--- src/rtl/alu_arbiter.sv ---
// alu_arbiter: round-robin sharing of one combinational ALU between two requesters,
// with a registered issue stage and a registered response stage.
module alu_arbiter #(
  parameter int DATA_WIDTH = 32
) (
  input  logic                  clk,
  input  logic                  rst,
  input  logic [1:0]            req_valid,
  output logic [1:0]            req_ready,
  input  logic [DATA_WIDTH-1:0] req0_a,
  input  logic [DATA_WIDTH-1:0] req0_b,
  input  logic [3:0]            req0_ctl,
  input  logic [DATA_WIDTH-1:0] req1_a,
  input  logic [DATA_WIDTH-1:0] req1_b,
  input  logic [3:0]            req1_ctl,
  output logic [DATA_WIDTH-1:0] alu_a,
  output logic [DATA_WIDTH-1:0] alu_b,
  output logic [3:0]            alu_ctl,
  input  logic [31:0]           alu_result,
  input  logic                  alu_zero,
  output logic                  rsp_valid,
  input  logic                  rsp_ready,
  output logic                  rsp_id,
  output logic [31:0]           rsp_result,
  output logic                  rsp_zero
);
  localparam logic [3:0] ALU_ADD = 4'b0010;
  logic                  s1_valid_q, s1_id_q, last_grant_q;
  logic [DATA_WIDTH-1:0] s1_a_q, s1_b_q;
  logic [3:0]            s1_ctl_q;
  logic                  rsp_valid_q, rsp_id_q, rsp_zero_q;
  logic [31:0]           rsp_result_q;
  logic                  adv_rsp, adv_s1, any_req, winner, grant;
  always_comb begin
    adv_rsp   = !rsp_valid_q || rsp_ready;
    adv_s1    = !s1_valid_q || adv_rsp;
    any_req   = |req_valid;
    // on contention the requester that did not win last time goes first
    winner    = (&req_valid) ? !last_grant_q : req_valid[1];
    grant     = adv_s1 && any_req;
    req_ready = {grant && winner, grant && !winner};
    alu_a     = s1_valid_q ? s1_a_q : '0;
    alu_b     = s1_valid_q ? s1_b_q : '0;
    alu_ctl   = s1_valid_q ? s1_ctl_q : ALU_ADD;
  end
  always_ff @(posedge clk or posedge rst) begin
    if (rst) begin
      s1_valid_q   <= 1'b0;
      s1_id_q      <= 1'b0;
      s1_a_q       <= '0;
      s1_b_q       <= '0;
      s1_ctl_q     <= ALU_ADD;
      last_grant_q <= 1'b1;
      rsp_valid_q  <= 1'b0;
      rsp_id_q     <= 1'b0;
      rsp_result_q <= '0;
      rsp_zero_q   <= 1'b0;
    end else begin
      if (adv_rsp) begin
        rsp_valid_q <= s1_valid_q;
        if (s1_valid_q) begin
          rsp_id_q     <= s1_id_q;
          rsp_result_q <= alu_result;
          rsp_zero_q   <= alu_zero;
        end
      end
      if (adv_s1) begin
        s1_valid_q <= any_req;
        if (any_req) begin
          s1_id_q      <= winner;
          s1_a_q       <= winner ? req1_a : req0_a;
          s1_b_q       <= winner ? req1_b : req0_b;
          s1_ctl_q     <= winner ? req1_ctl : req0_ctl;
          last_grant_q <= winner;
        end
      end
    end
  end
  assign rsp_valid  = rsp_valid_q;
  assign rsp_id     = rsp_id_q;
  assign rsp_result = rsp_result_q;
  assign rsp_zero   = rsp_zero_q;
endmodule

--- config.mk ---
export PLATFORM = sky130hd
export DESIGN_NAME = alu_arbiter
export DESIGN_NICKNAME = d
export VERILOG_FILES = /design/src/rtl/alu_arbiter.sv
export SDC_FILE = /design/constraint.sdc
export NUM_CORES = 1
export LEC_CHECK = 0
export CORE_MARGIN = 2
export CORE_UTILIZATION = 30
export CTS_CLUSTER_DIAMETER = 50
export DETAILED_ROUTE_END_ITERATION = 8
export MAX_ROUTING_LAYER = met4
export PLACE_DENSITY_LB_ADDON = 0.3
export RECOVER_POWER = 100
export SYNTH_ARGS = -nofsm -noshare
export SYNTH_HDL_FRONTEND = slang
export SYNTH_SLANG_ARGS = --single-unit
--- constraint.sdc ---
create_clock -name clk -period 3.8 [get_ports clk]
set_input_delay 0.57 -clock clk [delete_from_list [all_inputs] [get_ports clk]]
set_output_delay 0.57 -clock clk [all_outputs]
set_load 0.005 [all_outputs]
---- After elaboration in Yosys (flattened, before gate mapping) ----
Cells that the tools add are included.
cells by class
  multiplexer cells ....................... 7
  reductions and logical operators ........ 13
operator list
  operator           count
  $mux 32            4
  $mux 4             2
  $reduce_and 2->1   3
  $logic_not 1->1    4
  $logic_and 1x1->1  3
  $logic_or 1x1->1   2
  $reduce_or 2->1    1
  $mux 1             1
word-level totals
  bits in registers ....................... 106
  output and inout bits ................... 105
  input port bits ......................... 174
  word-level logic and storage cells ...... 30

---- Longest topological paths before layout ----
  depth in word-level cells ............... 5
  mapped depth ............................ 7
  depth with buffers taken out ............ 3

---- Worst setup path after synthesis ----
Ideal clock, no wire load.
  path type ............................... input-to-output
  start ................................... in rsp_ready
  end ..................................... out req_ready[1]
  slack ................................... 1,987 ps
  path buffers ............................ 2
  arrival ................................. 1,243 ps
  required time ........................... 3,230 ps
  stages on the path ...................... 4
  cell sequence ........................... nand3b_4 -> and3_1 -> buf_6 -> clkbuf_1
between the ends
  cells in the longest elaborated chain, start to end .. 4
RTL lines
  element             RTL line  source
  start: declaration  22        input logic rsp_ready,
  $logic_or 1x1->1    35        adv_rsp = !rsp_valid_q || rsp_ready;
  $logic_or 1x1->1    36        adv_s1 = !s1_valid_q || adv_rsp;
  $logic_and 1x1->1   40        grant = adv_s1 && any_req;
  $logic_and 1x1->1   41        req_ready = {grant && winner, grant && !winner};
  end: declaration    9         output logic [1:0] req_ready,
No other way between the ends.

---- Worst setup path in the final report ----
  start ................................... reg s1_valid_q
  end ..................................... out alu_b[31]
between the ends
  cells in the longest elaborated chain, start to end .. 1
RTL lines
  element                   RTL line  source
  start: declaration        28        logic s1_valid_q, s1_id_q, last_grant_q;
  start signal: assignment  68        s1_valid_q <= any_req;
  $mux 32                   43        alu_b = s1_valid_q ? s1_b_q : '0;
  end: declaration          17        output logic [DATA_WIDTH-1:0] alu_b,
No other way between the ends.

==> out/metrics.json <==
{
  "result_of_the_run": {"value": "complete, but fails checks"},
  "violations": {"value": "max-capacitance violations, max-slew violations"},
  "synth_top_area_share": {"value": 51.1, "unit": "%"},
  "synth_simple_gate_area_share": {"value": 21.6, "unit": "%"},
  "wire_length_of_the_first_global_routing_pass": {"value": 26.1, "unit": "mm"},
  "start_kind": {"value": "flop"},
  "grt.busiest_layer": {"value": "met2"},
  "synth_top_family_by_area": {"value": "simple AND/OR/NAND/NOR gates"},
  "hold_class": {"value": "reg -> reg"},
  "fp.coreArea": {"value": 0.0166, "unit": "mm2"},
  "portion_of_total_power_attributed_to_sequential_cells": {"value": 41.4, "unit": "%"},
  "grt_antenna_before_repair": {"value": 1},
  "power_frac_clock": {"value": 28.1, "unit": "%"},
  "gp_routability_congestion": {"value": 0.768},
  "place.detailed.hpwl": {"value": 11.8, "unit": "mm"},
  "cts_hold_buffers": {"value": 0},
  "vias": {"value": 4762},
  "grt_use_total": {"value": 18.9, "unit": "%"},
  "die_height": {"value": 134, "unit": "um"},
  "r2r_setup_slack": {"value": 0.87, "unit": "ns"},
  "post_synth_mux_area_share": {"value": 7.51, "unit": "%"},
  "num_rows": {"value": 47},
  "worstSkewPairLatency": {"value": 0.35, "unit": "ns"},
  "ir_worst_vdd": {"value": 0.000235, "unit": "V"},
  "internal": {"value": 0.00256, "unit": "W"},
  "met2_usage": {"value": 29.8, "unit": "%"},
  "final_net_count": {"value": 903},
  "maxClockFrequency": {"value": 0.322, "unit": "GHz"},
  "synth.area.top_cells": {"value": "dfrtp_1 51%, a221o_1 13%, and2_1 8.2%"},
  "cap_violations": {"value": 2},
  "ctsRootBufferMaster": {"value": "clkbuf_16"},
  "finalPower": {"value": 0.00347, "unit": "W"},
  "unrepaired_setup_endpoints_after_global_routing": {"value": "false"},
  "initial_utilization": {"value": 30.7, "unit": "%"},
  "syn2layout_area_growth": {"value": 62.8, "unit": "%"},
  "comb_power_share": {"value": 30.5, "unit": "%"},
  "synth_fa_ha_area_share": {"value": 0, "unit": "%"},
  "worstMarginPinSlew": {"value": 2.20, "unit": "ns"},
  "synth_xor_area_share": {"value": 0, "unit": "%"},
  "min_period_over_period": {"value": 81.7, "unit": "%"},
  "wl_per_cell": {"value": 17.6, "unit": "um"},
  "critical-path-slowest-cell": {"value": "dfrtp_2"},
  "drt-pass1-iter-count": {"value": 4},
  "fp.dieArea": {"value": 0.0180, "unit": "mm2"},
  "static-leakage-power": {"value": 3.38, "unit": "nW"},
  "most_common_library_cell_in_the_layout_ignoring_fill_and_taps": {"value": "clkdlybuf4s50_1"},
  "grtUsageMet1": {"value": 24.0, "unit": "%"},
  "timing.critical_path.slowest_cell_delay": {"value": 0.82, "unit": "ns"},
  "grt_max_degree": {"value": 70},
  "routed_wirelength": {"value": 16.8, "unit": "mm"},
  "hold_viol_final": {"value": 0},
  "clk_transition_reported_paths": {"value": 0.07, "unit": "ns"},
  "p_sw_share": {"value": 26.3, "unit": "%"},
  "synthDominantAreaCellType": {"value": "dfrtp_1"},
  "worstPathRequired": {"value": 3.23, "unit": "ns"},
  "worstPathMaxFanout": {"value": 41},
  "timing.critical_path.cells": {"value": "clkbuf_2 -> and2_1 -> dlygate4sd3_1"},
  "grt-ovfl-total": {"value": 0},
  "final-setup-viol-count": {"value": 0},
  "post_cts_buffers": {"value": 0},
  "synth_nets": {"value": 653},
  "port_buffers": {"value": 278},
  "clock-skew-final": {"value": 0.00831, "unit": "ns"},
  "critPathCaptureType": {"value": "primary output"},
  "fin_crit": {"value": 3.10, "unit": "ns"},
  "tritoncts_clock_tree": {"value": "yes"},
  "slew_violations": {"value": 87},
  "vias_in_the_first_global_route": {"value": 4908},
  "timing.setup.tns": {"value": 0, "unit": "ns"},
  "synth.ff_latch_count": {"value": 106},
  "cts_resized": {"value": 0},
  "route.detailed.drc": {"value": 0},
  "crit_arrival": {"value": 2.53, "unit": "ns"},
  "switchingPower": {"value": 0.000913, "unit": "W"},
  "synth_seq_area_share": {"value": 52.1, "unit": "%"},
  "synth_compound_gate_area_share": {"value": 14.0, "unit": "%"},
  "postRouteAntennaNets": {"value": 0},
  "numCtsBuffers": {"value": 9},
  "max_slew_margin": {"value": -47.2, "unit": "%"},
  "synth_area": {"value": 0.00509, "unit": "mm2"},
  "grt_util_met3": {"value": 3.74, "unit": "%"},
  "critical_path_class": {"value": "reg -> out"},
  "most_frequent_cells_in_the_layout": {"value": "211 x clkdlybuf4s50_1, 103 x dfrtp_1, 71 x nand2_1, 68 x nor3_1, 68 x a221o_1"},
  "synth_area_per_cell": {"value": 10.6, "unit": "um2"},
  "drt-initial-drc-count": {"value": 187},
  "synthesis.yosys.warnings": {"value": 0},
  "die_x": {"value": 134, "unit": "um"},
  "proportion_of_layout_cells_with_a_drive_suffix_above_1": {"value": 8.87, "unit": "%"},
  "routed_via_density": {"value": 4.99},
  "finalCoreUtilization": {"value": 50.0, "unit": "%"},
  "synth_cell_type_count": {"value": 25},
  "cts.path.max_buffers": {"value": 2},
  "maximum_level_of_the_cts_h_tree": {"value": 3},
  "power_density": {"value": 418, "unit": "mW/mm2"},
  "cts.sinks": {"value": 106},
  "post_synth_inst_count": {"value": 479},
  "design.portCount": {"value": 279}
}
[final timing paths]
kind,from,to,depth (start not counted)
setup / recovery,s1_valid_q,alu_b[31],3
hold / removal,rsp_result[24],rsp_result[24],1
setup reg to reg,s1_valid_q,s1_b_q[11],4
hold reg to reg,rsp_result[24],rsp_result[24],1
max in group asynchronous,rst,s1_b_q[6],3
min in group asynchronous,rst,rsp_result[30],2
[logic make-up after synthesis]
logic type	Yosys count
compound gates	72
buf+inv	51
flops	106
mux	34
simple gates	216
[critical path: cells and delay by family (launching register included)]
family                 cells  cell delay (ns)
buffers and inverters      2             1.14
and+or+nand+nor            1             0.20
DFF                        1             0.82
[through the flow]
step | hold slack (ns) | std cells | setup WS (ns) | area, um2
2_1_floorplan | 0.472 | 479 | 0.444 | 5090
3_3_place_gp | 0.486 | 938 | 1.11 | 8020
3_5_place_dp | 0.491 | 938 | 1.11 | 8020
4_1_cts | 0.509 | 953 | 0.894 | 8330
5_1_grt | 0.518 | 954 | 0.538 | 8290
6_report | 0.500 | 954 | 0.697 | 8290
[cell usage after synthesis]
master    number
a21boi_0       1
a221o_1       68
a22o_1         1
and2_1        67
and3_1         1
and3b_1        1
buf_1          2
buf_2         14
buf_4          1
buf_6          4
clkbuf_1      29
dfrtp_1      104
dfstp_2        2
inv_1          1
mux2_2        34
nand2_1       71
nand2b_1       3
nand3_1        1
nand3b_4       1
nor2_1         1
nor2b_1        1
nor3_1        68
o21ai_1        1
o221a_2        1
or3_1          1
[flip-flops by register name (all words and copies together), names as in the netlist]
name          cells
s1_b_q           32
s1_a_q           32
rsp_zero          1
last_grant_q      1
rsp_result       32
rsp_valid         1
s1_ctl_q          4
s1_id_q           1
rsp_id            1
s1_valid_q        1
[power groups by stage]
stage | Sequential, W | Combinational, W | Clock (W)
after floorplan | 0.00142 | 0.000481 | 0
after global placement | 0.00145 | 0.00111 | 0
after detailed placement | 0.00146 | 0.00112 | 0
after CTS | 0.00144 | 0.00113 | 0.00101
after global routing | 0.00146 | 0.00115 | 0.00105
final | 0.00144 | 0.00106 | 0.000976
[layer usage]
metal	up-vias	wire length (um)
met4	0	392
met5	-	0
met1	2265	7190
met2	234	7930
li1	2234	-
met3	29	1250
[final cells by class]
cell class | instances | area, um2
antenna | 1 | 2.50
clock inverter | 3 | 47.5
inverter | 1 | 5.00
tap | 220 | 275
clock buffer | 12 | 267
timing repair buffer | 289 | 2850
sequential | 106 | 2660
multi-input combinational | 322 | 2200
fill | 1484 | 8290
(Power assumes the default switching activity.)
